[config.mk]
export PLATFORM = sky130hd
export DESIGN_NAME = fetch_stage_flat
export DESIGN_NICKNAME = d
export VERILOG_FILES = /design/src/rtl/fetch_stage_if.sv /design/src/rtl/fetch_stage.sv /design/src/flat_wrapper.sv
export SDC_FILE = /design/constraint.sdc
export NUM_CORES = 1
export LEC_CHECK = 0
export CORE_ASPECT_RATIO = 0.5
export CORE_MARGIN = 2
export CORE_UTILIZATION = 46
export CTS_BUF_LIST = sky130_fd_sc_hd__clkbuf_2
export DETAILED_ROUTE_END_ITERATION = 10
export PLACE_DENSITY = 0.92
export SYNTH_ARGS = -nofsm -noshare
export SYNTH_HDL_FRONTEND = slang
export SYNTH_SLANG_ARGS = --single-unit
[constraint.sdc]
create_clock -name clk -period 1.9 [get_ports clk]
set_input_delay 0.19 -clock clk [delete_from_list [all_inputs] [get_ports clk]]
set_output_delay 0.19 -clock clk [all_outputs]
set_load 0.02 [all_outputs]
[src/rtl/fetch_stage_if.sv]
`default_nettype none
// ============================================================================
//  Module      : fetch_stage_if
//  Description : Instruction-memory bus between the fetch stage (master) and
//                the instruction cache/memory (slave). Same-cycle response:
//                IMEM_DATA is valid for IMEM_ADDR whenever IMEM_HIT is high.
//  Revision    : 1.0 - initial release
// ============================================================================
interface fetch_stage_if;
  logic [31:0] IMEM_ADDR;
  logic        IMEM_REQ;
  logic        IMEM_HIT;
  logic [31:0] IMEM_DATA;

  modport master (
    output IMEM_ADDR,
    output IMEM_REQ,
    input  IMEM_HIT,
    input  IMEM_DATA
  );

  modport slave (
    input  IMEM_ADDR,
    input  IMEM_REQ,
    output IMEM_HIT,
    output IMEM_DATA
  );
endinterface
`default_nettype wire

[src/rtl/fetch_stage.sv]
`default_nettype none
// ============================================================================
//  Module      : fetch_stage
//  Description : Instruction fetch stage of the 32-bit RISC pipeline. Owns the
//                PC, issues one word fetch per cycle, registers the fetched
//                word into the IF/ID outputs, waits out cache misses, honours
//                downstream stalls and branch redirects, and counts misses.
//  Revision    : 1.0 - initial release
// ============================================================================
module fetch_stage #(
  parameter logic [31:0] RESET_PC  = 32'h0000_0000,
  parameter logic [31:0] NOP_INSTR = 32'h0000_0000,
  parameter int          CNT_W     = 16
) (
  input  wire               clk,
  input  wire               rst_n,
  input  wire               STALL,
  input  wire               BRANCH_TAKEN,
  input  wire  [31:0]       BRANCH_TARGET,
  fetch_stage_if.master     imem,
  output logic [31:0]       INSTRUCTION,
  output logic [31:0]       PC_OUT,
  output logic              HIT_OUT,
  output logic [CNT_W-1:0]  MISS_COUNT
);

  typedef enum logic [0:0] {
    ST_RUN  = 1'b0,
    ST_MISS = 1'b1
  } state_t;

  localparam logic [CNT_W-1:0] c_cnt_one = {{(CNT_W-1){1'b0}}, 1'b1};
  localparam logic [CNT_W-1:0] c_cnt_max = {CNT_W{1'b1}};
  localparam logic [31:0]      c_pc_step = 32'd4;

  state_t           r_state;
  logic [31:0]      r_pc;
  logic [31:0]      r_instr;
  logic [31:0]      r_pc_out;
  logic             r_hit_out;
  logic [CNT_W-1:0] r_miss_count;

  // Redirect target is always word aligned; the low two bits are discarded.
  logic [31:0] w_branch_pc;
  logic        w_unused_tgt_lsbs;

  assign w_branch_pc       = {BRANCH_TARGET[31:2], 2'b00};
  assign w_unused_tgt_lsbs = ^BRANCH_TARGET[1:0];

  // The fetch address is the PC itself; the request is live in both states
  // (a stalled or missing fetch keeps presenting the same address).
  assign imem.IMEM_ADDR = r_pc;
  assign imem.IMEM_REQ  = rst_n && ((r_state == ST_RUN) || (r_state == ST_MISS));

  assign INSTRUCTION = r_instr;
  assign PC_OUT      = r_pc_out;
  assign HIT_OUT     = r_hit_out;
  assign MISS_COUNT  = r_miss_count;

  // Fetch FSM and IF/ID register: branch beats stall, stall beats fetch result.
  always_ff @(posedge clk or negedge rst_n) begin
    if (!rst_n) begin
      r_state      <= ST_RUN;
      r_pc         <= RESET_PC;
      r_instr      <= NOP_INSTR;
      r_pc_out     <= 32'h0000_0000;
      r_hit_out    <= 1'b0;
      r_miss_count <= '0;
    end else if (BRANCH_TAKEN) begin
      // Redirect abandons any outstanding miss; the target is fetched next cycle.
      r_state   <= ST_RUN;
      r_pc      <= w_branch_pc;
      r_instr   <= NOP_INSTR;
      r_hit_out <= 1'b0;
    end else if (STALL) begin
      // Everything holds; a hit arriving now is dropped and must be re-presented.
      r_state <= r_state;
    end else if (imem.IMEM_HIT) begin
      r_state   <= ST_RUN;
      r_instr   <= imem.IMEM_DATA;
      r_pc_out  <= r_pc;
      r_hit_out <= 1'b1;
      r_pc      <= r_pc + c_pc_step;
    end else begin
      // Bubble while the memory is not ready; only the RUN->MISS edge counts.
      r_instr   <= NOP_INSTR;
      r_hit_out <= 1'b0;
      if (r_state == ST_RUN) begin
        r_state <= ST_MISS;
        if (r_miss_count != c_cnt_max) begin
          r_miss_count <= r_miss_count + c_cnt_one;
        end
      end
    end
  end

endmodule
`default_nettype wire

[src/flat_wrapper.sv]
// flat-port wrapper written by rule: the top's interface ports become plain ports
module fetch_stage_flat 
#(
  parameter logic [31:0] RESET_PC  = 32'h0000_0000,
  parameter logic [31:0] NOP_INSTR = 32'h0000_0000,
  parameter int          CNT_W     = 16
)
  (clk, rst_n, STALL, BRANCH_TAKEN, BRANCH_TARGET, INSTRUCTION, PC_OUT, HIT_OUT, MISS_COUNT, imem_IMEM_ADDR, imem_IMEM_REQ, imem_IMEM_HIT, imem_IMEM_DATA);
  fetch_stage_if imem_i ();
  input  wire clk;
  input  wire rst_n;
  input  wire STALL;
  input  wire BRANCH_TAKEN;
  input  wire  [31:0] BRANCH_TARGET;
  output logic [31:0] INSTRUCTION;
  output logic [31:0] PC_OUT;
  output logic HIT_OUT;
  output logic [CNT_W-1:0] MISS_COUNT;
  output wire logic [$bits(imem_i.IMEM_ADDR)-1:0] imem_IMEM_ADDR;
  output wire logic [$bits(imem_i.IMEM_REQ)-1:0] imem_IMEM_REQ;
  input wire logic [$bits(imem_i.IMEM_HIT)-1:0] imem_IMEM_HIT;
  input wire logic [$bits(imem_i.IMEM_DATA)-1:0] imem_IMEM_DATA;
  assign imem_IMEM_ADDR = imem_i.IMEM_ADDR;
  assign imem_IMEM_REQ = imem_i.IMEM_REQ;
  assign imem_i.IMEM_HIT = imem_IMEM_HIT;
  assign imem_i.IMEM_DATA = imem_IMEM_DATA;
  fetch_stage #(.RESET_PC(RESET_PC), .NOP_INSTR(NOP_INSTR), .CNT_W(CNT_W)) u_core (.clk(clk), .rst_n(rst_n), .STALL(STALL), .BRANCH_TAKEN(BRANCH_TAKEN), .BRANCH_TARGET(BRANCH_TARGET), .imem(imem_i), .INSTRUCTION(INSTRUCTION), .PC_OUT(PC_OUT), .HIT_OUT(HIT_OUT), .MISS_COUNT(MISS_COUNT));
endmodule
## Yosys cells after proc, flatten, opt, wreduce, memory -nomap -nowiden

Cells that the tools add are included.

- Output and inout port bits: 114
- Input port bits: 69
- Logic and storage cells: 30
- Register bits: 114

- $add $sub $neg: 2
- Bitwise gates (word level): 4
- Mux-type cells: 12
- Reduce and logical (&&, ||, !) cells: 4
- Equality and inequality tests: 2

Operators with widths:

| operator | number |
|---|---|
| 32-bit two-way mux | 6 |
| 32-bit by 3-bit adder with 32-bit output, second input constant | 1 |
| 16-bit by 1-bit adder with 16-bit output, second input constant | 1 |
| 16-bit inequality test, second input constant | 1 |
| 1-bit two-way mux | 6 |
| 5-bit AND reduction | 1 |
| 1-bit inverter | 4 |
| 3-bit AND reduction | 1 |
| 2-bit by 1-bit inequality test with 1-bit output, second input constant | 1 |
| 2-bit AND reduction | 1 |
| 2-bit nonzero test | 1 |

## Depth between registers and ports, before layout

Gate-level depths: netlist (run 1).

- Depth after elaboration: 4
- Depth in mapped cells: 6

## Least setup slack after synthesis (run 1)

Ideal clock, no wire load.

- Path kind: register to register
- Start point: reg u_core.r_pc[2], in the netlist u_core.imem.IMEM_ADDR[2]
- End point: reg u_core.r_pc[26], in the netlist u_core.imem.IMEM_ADDR[26]
- Required time: 1818 ps
- Buffers on the path: 0
- Data arrival time: 1822 ps
- Cell stages (with the launch flop): 6
- Period minus slack after synthesis: 1904 ps
- Setup slack: -4 ps
- Path through: dfrtp_1 > ha_1 > nand3b_1 > or4_4 > or4_1 > a31oi_1

- Cells in the longest elaborated chain, start to end: 4

Ends and longest elaborated chain:

| item | RTL line | source |
|---|---|---|
| start, declared | fetch_stage.sv:37 | `logic [31:0] r_pc;` |
| start signal, assigned | fetch_stage.sv:72 | `r_pc <= w_branch_pc;` |
| start signal, assigned | fetch_stage.sv:83 | `r_pc <= r_pc + c_pc_step;` |
| 32-bit by 3-bit adder with 32-bit output | fetch_stage.sv:83 |  |
| 32-bit two-way mux | fetch_stage.sv:78 | `end else if (imem.IMEM_HIT) begin` |
| 32-bit two-way mux | fetch_stage.sv:75 | `end else if (STALL) begin` |
| 32-bit two-way mux | fetch_stage.sv:69 | `end else if (BRANCH_TAKEN) begin` |

Every way passes these cells. The select of a mux whose other input is x is not followed.
A chain may end at the register's enable or synchronous reset.

## Worst setup path after layout (run 1)

- Start point: reg u_core.r_pc[3], in the netlist u_core.imem.IMEM_ADDR[3]
- End point: reg u_core.r_pc[19], in the netlist u_core.imem.IMEM_ADDR[19]

Same word-level chain as after synthesis.

==> results of run 1 <==
## cells in the final DEF, fill, tap and decap left out, types with 3 or more instances in the layout
cell,instances
dfrtp_1,102
clkdlybuf4s50_1,87
buf_4,61
dlymetal6s2s_1,45
dlygate4sd2_1,43
mux2_2,34
a22o_1,32
nand2_1,31
nor2_1,20
nand4_1,18
nand3_1,18
o21ai_0,16
or4_1,15
xor2_1,14
a31oi_1,12
o31ai_1,9
clkbuf_2,9
dfrtp_2,8
o211ai_1,7
xnor2_1,7
nor3_1,6
and3_1,5
inv_1,4
or3_1,4
conb_1,4
buf_12,4
nor2b_1,3
## logic make-up (layout without fill, tap and decap cells)
logic type,count (synthesis),in the layout
DFF,110,110
other,1,4
muxes,35,35
adders and majority gates,2,2
buffers and inverters,33,263
AOI/OAI and AO/OA,80,80
xor gates and xnor gates,21,21
and+or+nand+nor,143,143
## metal layers
metal,track usage [%],part of all wire (%)
met1,30.2,39
met2,45.2,51
met3,5.30,6.4
met4,9.34,3.1
met5,0,0
## power by group through the flow
stage	Combinational [mW]	Clock [mW]	Sequential, mW
2_1_floorplan	0.402	0	3.22
3_3_place_gp	1.70	0	2.85
3_5_place_dp	1.75	0	2.88
4_1_cts	1.77	1.14	2.82
5_1_grt	1.89	1.22	2.86
6_report	1.78	1.11	2.83
## per-stage QoR
step / cells / hold slack, ps / total power, mW / util, % / instance area (µm²)
4_1_cts: 795 / 58.3 / 5.72 / 70.9 / 7310
6_report: 798 / 68.7 / 5.71 / 72.6 / 7480
3_3_place_gp: 765 / 375 / 4.55 / 69.1 / 7130
5_1_grt: 798 / 45.2 / 5.98 / 72.6 / 7480
2_1_floorplan: 428 / -106 / 3.62 / - / 4940
3_5_place_dp: 765 / 382 / 4.63 / 69.1 / 7130
## final cells by class
class                   count  area (µm²)  area share (%)
multi-input cells         285        2030            27.2
well taps                 140         175            2.34
clock inverters             7        72.6           0.970
inverters                   4        15.0           0.201
flip-flops and latches    110        2760            36.9
repair buffers            243        2380            31.8
clock buffers               9        45.0           0.602
## registers in the layout, summed over array words and instances, names as in the netlist
register	flops
u_core.INSTRUCTION	32
u_core.PC_OUT	30
u_core.imem.IMEM_ADDR	30
u_core.MISS_COUNT	16
u_core.HIT_OUT	1
u_core.r_state	1
## timing repair
| item | CTS | global route |
|---|---|---|
| buffers inserted | 13 | 4 |
| hold buffers | 1 | 0 |
| resized for setup | 51 | 54 |
| setup endpoints to repair | 56 | 64 |
| endpoints found under the hold margin | 110 | 0 |
| gates cloned | 0 | 0 |
| pin swaps | 1 | 9 |
## worst max path at each step
stage / end / depth (start not counted) / startpoint
after floorplan: u_core.imem.IMEM_ADDR[26] / 5 / u_core.imem.IMEM_ADDR[3]
after global placement: u_core.imem.IMEM_ADDR[26] / 5 / STALL
after detailed placement: u_core.imem.IMEM_ADDR[26] / 5 / STALL
after CTS: u_core.imem.IMEM_ADDR[26] / 5 / u_core.imem.IMEM_ADDR[2]
after global routing: u_core.imem.IMEM_ADDR[26] / 5 / u_core.imem.IMEM_ADDR[2]
final: u_core.imem.IMEM_ADDR[19] / 6 / u_core.imem.IMEM_ADDR[3]
## worst register-to-register path: cells and delay by family (launching register included)
kind | cells | cell delay (ps)
buf+inv | 2 | 350
compound gates | 1 | 190
simple gates | 3 | 890
flops | 1 | 470
==> impl_metrics.json, run 1 <==
{
  "die_h_um": 77.2,
  "yosys_most_used_dff": "dfrtp_1",
  "fillers": 676,
  "nNetsFinal": 724,
  "netlist_instances": 425,
  "first_global_vias": 4606,
  "reg2reg_to": "u_core.imem.IMEM_ADDR[19]",
  "diodes": 0,
  "arrival_ps": 2510,
  "cap_violations": 0,
  "yosys.area.top_type": "dfrtp_1",
  "synth_top_cells_by_count": "dfrtp_1 (110), mux2_2 (34), a22o_1 (32)",
  "drc": 0,
  "synth_warnings": 0,
  "synth_area_um2": 4920,
  "ys_ff_latch": 110,
  "crit_top_cell": "buf_4",
  "cp.required_ps": 2430,
  "grt_overflow": 0,
  "synth_area_leaders": "dfrtp_1 (56%), mux2_2 (7.8%), a22o_1 (5.7%), xor2_1 (2.5%), or4_1 (2.4%)",
  "cts_max_path_buffers": 2,
  "switching_share_pct": 33.3,
  "slew_headroom_pct": 60.0,
  "ios": 183,
  "synth_mux_area_share_pct": 7.98,
  "hp-class": "input pin to register",
  "rsz0062_at_grt": "true",
  "grt_max_degree": 111,
  "die_area_um2": 11600,
  "reg2reg_depth": 6,
  "synth_xor_area_share_pct": 3.74,
  "cts.htree.levels": 3,
  "power_density_nw_per_um2": 763,
  "setup_viol": 5,
  "cp_top_family": "simple AND/OR/NAND/NOR gates",
  "fin_crit_ps": 1980,
  "p_comb_share_pct": 31.1,
  "gp_congestion": 0.834,
  "p_clk_share_pct": 19.4,
  "crit_chain": "buf_4, and4b_2, nand4_1, buf_4, or4_1, a31oi_1",
  "drt-initial-drc-count": 326,
  "min_from": "BRANCH_TARGET[24]",
  "ys_async_sr_fraction_pct": 100,
  "synth_most_common_cell": "dfrtp_1",
  "slowest_stage": "dfrtp_1",
  "synth-compound-area-share_pct": 11.9,
  "setup_tns_ps": -242,
  "num_vias": 4554,
  "io_buffers": 176,
  "grt_pass1_wl_um": 23200,
  "hold_depth": 3,
  "syn_area_per_cell_um2": 11.6,
  "coreArea_um2": 10300,
  "power.internal_mw": 3.81,
  "start_kind": "register",
  "area_growth_pct": 52.0,
  "cts.clk_slew.worst_paths_ps": 320,
  "min_to": "u_core.imem.IMEM_ADDR[24]",
  "worst_pin_slew_ps": 600,
  "grt_usage_pct": 25.3,
  "ant_nets": 0,
  "slew_violations": 0,
  "cp.buffers_inverters": 2,
  "final.period_utilization_pct": 104,
  "initial_utilization_pct": 47.7,
  "seqPwrFrac_pct": 49.4,
  "vdd_drop_max_uv": 453,
  "synth_edf_count": 0,
  "drive_gt1_share_pct": 21.1,
  "crit_path_max_incr_delay_ps": 470,
  "total_leakage_power_nw": 3.90,
  "critPathKind": "register to register",
  "insertion_delay_ps": 620,
  "place_ws_ps": -329,
  "synth_top_family_by_area": "simple AND/OR/NAND/NOR gates",
  "dieWidth_um": 150,
  "wl_per_cell_um": 18.8,
  "yosys.area_share.adder_pct": 0.508,
  "synth_top_area_share_pct": 55.9,
  "finClkSkew_ps": 44.2,
  "reg2reg_slack_ps": -80,
  "antenna_found_initial": 0,
  "path_max_fanout": 5,
  "violations": "setup timing",
  "dp_hpwl_um": 10200,
  "yosysSeqAreaShare_pct": 55.9,
  "outcome": "finished with violations",
  "drt_pass1_iterations": 5,
  "finalWirelength_um": 15000,
  "cts_tree": "yes",
  "cts-root-buf": "clkbuf_2",
  "p_sw_mw": 1.91,
  "numClockSinks": 110,
  "fmax_mhz": 506,
  "r2r-start": "u_core.imem.IMEM_ADDR[3]",
  "num_rows": 26,
  "numCtsBuffers": 9,
  "viasPerCell": 5.71,
  "end_kind": "register",
  "synth_cell_types": 46,
  "yosys.area_share.simple_pct": 16.1,
  "fin_ws_ps": -76.6,
  "hold_viol": 0
}
(Power assumes the default switching activity.)
==> run 2, diff against run 1 <==
--- a/config.mk
+++ b/config.mk
@@ -7,10 +7,11 @@
 export LEC_CHECK = 0
 export CORE_ASPECT_RATIO = 0.5
 export CORE_MARGIN = 2
-export CORE_UTILIZATION = 46
+export CORE_UTILIZATION = 47
 export CTS_BUF_LIST = sky130_fd_sc_hd__clkbuf_2
 export DETAILED_ROUTE_END_ITERATION = 10
-export PLACE_DENSITY = 0.92
+export PLACE_DENSITY = 0.93
+export SKIP_LAST_GASP = 1
 export SYNTH_ARGS = -nofsm -noshare
 export SYNTH_HDL_FRONTEND = slang
 export SYNTH_SLANG_ARGS = --single-unit
==> constraint.sdc (replaced) <==
create_clock -name clk -period 2.5 [get_ports clk]
set_input_delay 0.25 -clock clk [delete_from_list [all_inputs] [get_ports clk]]
set_output_delay 0.25 -clock clk [all_outputs]
set_load 0.02 [all_outputs]
==> impl_metrics.json, run 2 (synthesis gave the netlist of run 1 again) <==
{
  "outcome": "complete, no violations",
  "switching_share_pct": 33.7,
  "stdcell_count": 747,
  "cap_violations": 0,
  "vdd_drop_max_uv": 332,
  "final_common_cell": "clkdlybuf4s50_1",
  "antenna_found_initial": 0,
  "arrival_ps": 1820,
  "num_rows": 26,
  "met1_usage_pct": 31.4,
  "cp_top_family": "buffers and inverters",
  "hold_viol": 0,
  "drc": 0,
  "finClkSkew_ps": 46.9,
  "power.internal_mw": 2.77,
  "p_clk_share_pct": 18.4,
  "slowest_stage": "clkdlybuf4s50_1",
  "cts_resized": 0,
  "p_sw_mw": 1.41,
  "dp_cells": 730,
  "dp_hpwl_um": 9340,
  "hp-class": "input pin to register",
  "numCtsBuffers": 9,
  "cts.htree.levels": 3,
  "fin_crit_ps": 2070,
  "grt_pass1_wl_um": 21200,
  "nNetsFinal": 673,
  "dieWidth_um": 149,
  "total_leakage_power_nw": 2.86,
  "setup_viol": 0,
  "worst_pin_slew_ps": 602,
  "num_vias": 4148,
  "grt-busiest-layer": "met2",
  "cts_tree": "yes",
  "layout_common_cells": "clkdlybuf4s50_1 (175), dfrtp_1 (110), mux2_2 (34)",
  "critPathKind": "register to primary output",
  "rsz0062_at_grt": "false",
  "path_max_fanout": 8,
  "numClockSinks": 110,
  "grtUsageMet3_pct": 4.85,
  "ios": 183,
  "cp.required_ps": 2250,
  "slew_violations": 0,
  "holdBufCountCts": 1,
  "cts_setup_buffers": 0,
  "setup_tns_ps": 0,
  "p_comb_share_pct": 29.1,
  "drive_gt1_share_pct": 12.2,
  "finalWirelength_um": 13200,
  "grt.met2_usage_pct": 39.2,
  "seqPwrFrac_pct": 52.6,
  "grt_max_degree": 111,
  "cts_max_path_buffers": 2,
  "cts-root-buf": "clkbuf_2",
  "die_area_um2": 11400,
  "gp_congestion": 0.780,
  "crit_chain": "clkdlybuf4s50_1",
  "drt_pass1_iterations": 5,
  "end_kind": "primary output",
  "insertion_delay_ps": 600,
  "power_density_nw_per_um2": 601,
  "wl_per_cell_um": 17.6,
  "crit_path_max_incr_delay_ps": 670,
  "initial_utilization_pct": 48.2,
  "grt_overflow": 0,
  "largest_register_ff_count": 32,
  "grt_usage_pct": 23.4,
  "first_global_vias": 4045,
  "slew_headroom_pct": 59.9,
  "fmax_mhz": 483,
  "final.period_utilization_pct": 82.8,
  "coreArea_um2": 10200,
  "area_growth_pct": 41.1,
  "cp.buffers_inverters": 1,
  "drt-initial-drc-count": 450,
  "start_kind": "register",
  "fillers": 744,
  "diodes": 0,
  "io_buffers": 176,
  "cts.clk_slew.worst_paths_ps": 320,
  "ant_nets": 0,
  "viasPerCell": 5.55,
  "die_h_um": 76.4
}
## run 2: changes by cell type in the layout (fill, tap and decap cells not counted), sizes merged
| cell | change |
|---|---|
| clkinvlp | +1 |
| dlymetal6s2s | -45 |
| inv | +2 |
| bufinv | -1 |
| buf | -51 |
| clkinv | -2 |
| clkdlybuf4s50 | +88 |
| dlygate4sd2 | -43 |
## run 2: worst paths after layout
path                                           from                         to  slack [ps]  depth (start not counted)
setup / recovery           u_core.imem.IMEM_ADDR[4]          imem_IMEM_ADDR[4]         430                          1
hold / removal                     BRANCH_TARGET[9]   u_core.imem.IMEM_ADDR[9]         150                          3
setup reg to reg           u_core.imem.IMEM_ADDR[4]  u_core.imem.IMEM_ADDR[15]         450                          5
hold reg to reg                      u_core.HIT_OUT             u_core.HIT_OUT         530                          1
max in group asynchronous                     rst_n  u_core.imem.IMEM_ADDR[17]        1750                          3
min in group asynchronous                     rst_n          u_core.PC_OUT[28]         250                          3
## run 2: final cells by class
class	instances	area [µm²]	area share, %
Clock buffer	9	45.0	0.648
Timing Repair Buffer	192	1910	27.4
Multi-Input combinational cell	285	2000	28.8
Tap cell	140	175	2.52
Inverter	4	15.0	0.216
Clock inverter	7	56.3	0.810
Sequential cell	110	2750	39.6
## run 2: power groups by stage
| stage | Combinational [mW] | Clock (mW) | Sequential, mW |
|---|---|---|---|
| floorplan | 0.306 | 0 | 2.45 |
| global placement | 1.19 | 0 | 2.21 |
| detailed placement | 1.22 | 0 | 2.23 |
| CTS | 1.22 | 0.798 | 2.20 |
| global route | 1.28 | 0.868 | 2.23 |
| finish | 1.21 | 0.767 | 2.20 |
## run 2: routing by layer
metal  vias up  wire, µm
li1       1941         -
met1      2057      5670
met2       136      6620
met3        14       724
met4         0       142
met5         -         0
## run 2: stage by stage
| stage | worst slack [ps] | power [mW] | hold slack, ps | instance area [µm²] | util, % |
|---|---|---|---|---|---|
| 2_1_floorplan | 596 | 2.75 | -45.6 | 4930 | - |
| 3_3_place_gp | 228 | 3.40 | 432 | 6840 | 66.9 |
| 3_5_place_dp | 175 | 3.44 | 441 | 6840 | 66.9 |
| 4_1_cts | 388 | 4.22 | 110 | 6950 | 68.0 |
| 5_1_grt | 316 | 4.38 | 115 | 6950 | 68.0 |
| 6_report | 429 | 4.18 | 146 | 6950 | 68.0 |
==> run 3, diff against run 2 <==
--- a/config.mk
+++ b/config.mk
@@ -7,10 +7,10 @@
 export LEC_CHECK = 0
 export CORE_ASPECT_RATIO = 0.5
 export CORE_MARGIN = 2
-export CORE_UTILIZATION = 47
+export CORE_UTILIZATION = 46
 export CTS_BUF_LIST = sky130_fd_sc_hd__clkbuf_2
 export DETAILED_ROUTE_END_ITERATION = 10
-export PLACE_DENSITY = 0.93
+export PLACE_DENSITY = 0.92
 export SKIP_LAST_GASP = 1
 export SYNTH_ARGS = -nofsm -noshare
 export SYNTH_HDL_FRONTEND = slang
==> constraint.sdc (replaced) <==
create_clock -name clk -period 2.1 [get_ports clk]
set_input_delay 0.21 -clock clk [delete_from_list [all_inputs] [get_ports clk]]
set_output_delay 0.21 -clock clk [all_outputs]
set_load 0.02 [all_outputs]
==> impl_metrics.json, run 3 (synthesis gave the netlist of run 1 again) <==
{
  "dieWidth_um": 150,
  "power_density_nw_per_um2": 710,
  "die_area_um2": 11600,
  "largest_register_ff_count": 32,
  "numCtsBuffers": 9,
  "crit_path_max_incr_delay_ps": 670,
  "grt_pass1_wl_um": 21400,
  "ios": 183,
  "cts.htree.levels": 3,
  "cp_top_family": "buffers and inverters",
  "min_from": "BRANCH_TARGET[28]",
  "finalWirelength_um": 13400,
  "cap_violations": 0,
  "r2r-start": "u_core.imem.IMEM_ADDR[3]",
  "hold_viol": 0,
  "cts_tree": "yes",
  "cts_max_path_buffers": 2,
  "die_h_um": 77.2,
  "antenna_found_initial": 0,
  "hold_depth": 3,
  "reg2reg_depth": 5,
  "fin_crit_ps": 2030,
  "area_growth_pct": 43.2,
  "num_vias": 4180,
  "nNetsFinal": 683,
  "viasPerCell": 5.52,
  "initial_utilization_pct": 47.7,
  "grt_overflow": 0,
  "drt-initial-drc-count": 310,
  "fmax_mhz": 491,
  "gp_congestion": 0.811,
  "numClockSinks": 110,
  "slew_violations": 0,
  "end_kind": "primary output",
  "hp-class": "input pin to register",
  "fillers": 763,
  "diodes": 0,
  "insertion_delay_ps": 620,
  "cp.required_ps": 1890,
  "drc": 0,
  "path_max_fanout": 7,
  "cp.buffers_inverters": 1,
  "crit_chain": "clkdlybuf4s50_1",
  "final_area_um2": 7050,
  "reg2reg_slack_ps": 80,
  "slew_headroom_pct": 59.9,
  "vdd_drop_max_uv": 419,
  "grt_max_degree": 111,
  "critPathKind": "register to primary output",
  "final.period_utilization_pct": 96.9,
  "min_to": "u_core.imem.IMEM_ADDR[28]",
  "post-route-util_pct": 68.4,
  "start_kind": "register",
  "grt_usage_pct": 23.3,
  "num_rows": 26,
  "worst_pin_slew_ps": 602,
  "dpl-instance-area_um2": 6920,
  "wl_per_cell_um": 17.7,
  "drive_gt1_share_pct": 15.1,
  "fin_ws_ps": 65.3,
  "coreArea_um2": 10300,
  "setup_viol": 0,
  "total_leakage_power_nw": 2.91,
  "layout_common_cells": "clkdlybuf4s50_1 (174), dfrtp_1 (102), mux2_2 (34)",
  "drt_pass1_iterations": 4,
  "finClkSkew_ps": 40.9,
  "cts-root-buf": "clkbuf_2",
  "reg2reg_to": "u_core.imem.IMEM_ADDR[24]",
  "slowest_stage": "clkdlybuf4s50_1",
  "arrival_ps": 1820,
  "dp_hpwl_um": 9430,
  "cts.clk_slew.worst_paths_ps": 330,
  "first_global_vias": 4154,
  "ant_nets": 0,
  "final_common_cell": "clkdlybuf4s50_1",
  "place_ws_ps": -148,
  "outcome": "complete, no violations",
  "io_buffers": 176
}
==> run 3: cell types whose count changed in the layout (fill, tap and decap cells not counted), sizes merged <==
cell,delta
buf,+10
clkinvlp,+3
clkinv,-2
clkdlybuf4s50,-1
dlymetal6s2s,+1
inv,-1
==> run 3: timing repair <==
action,in CTS,in global routing
hold endpoints to repair,110,0
gates resized for setup,0,9
hold buffers,1,0
setup endpoints to repair,0,11
setup buffers,0,1
==> run 3: final cells by class <==
cell class / count / area [µm²] / share of cell area [%]
flip-flops and latches: 110 / 2760 / 39.2
multi-input cells: 285 / 2000 / 28.3
repair buffers: 202 / 2000 / 28.3
well taps: 140 / 175 / 2.48
clock inverters: 7 / 57.6 / 0.816
clock buffers: 9 / 45.0 / 0.639
inverters: 4 / 15.0 / 0.213
==> run 3: metal layers <==
metal / global-route usage [%] / vias up / wire length [µm]
met2: 39.8 / 140 / 6670
met5: 0 / - / 0
met1: 29.7 / 2065 / 5640
met4: 6.79 / 0 / 233
li1: - / 1952 / -
met3: 5.18 / 23 / 830
==> run 3: worst max-delay path by stage <==
stage,from,end,slack (ps),cells past startpoint
2_1_floorplan,u_core.imem.IMEM_ADDR[2],u_core.imem.IMEM_ADDR[26],200,5
6_report,u_core.imem.IMEM_ADDR[27],imem_IMEM_ADDR[27],70,1
3_5_place_dp,STALL,u_core.imem.IMEM_ADDR[17],-150,6
4_1_cts,u_core.imem.IMEM_ADDR[6],imem_IMEM_ADDR[6],30,1
5_1_grt,u_core.imem.IMEM_ADDR[3],u_core.imem.IMEM_ADDR[26],-20,5
3_3_place_gp,STALL,u_core.imem.IMEM_ADDR[17],-120,6
==> run 3: per-stage QoR <==
stage                     cells  TNS (ps)  hold slack (ps)  total power, mW
after global placement      739      -501              401             4.06
after CTS                   756         0             69.3             5.03
final                       757         0             92.9             5.01
after detailed placement    739     -1930              399             4.12
after global routing        757     -15.5             63.7             5.25
after floorplan             428         0            -85.6             3.28
==> run 3: where the power goes <==
| part | switching, mW | internal [mW] |
|---|---|---|
| sequential | 0.236 | 2.37 |
| combinational | 0.712 | 0.773 |
| clock | 0.749 | 0.165 |
| total | 1.70 | 3.31 |
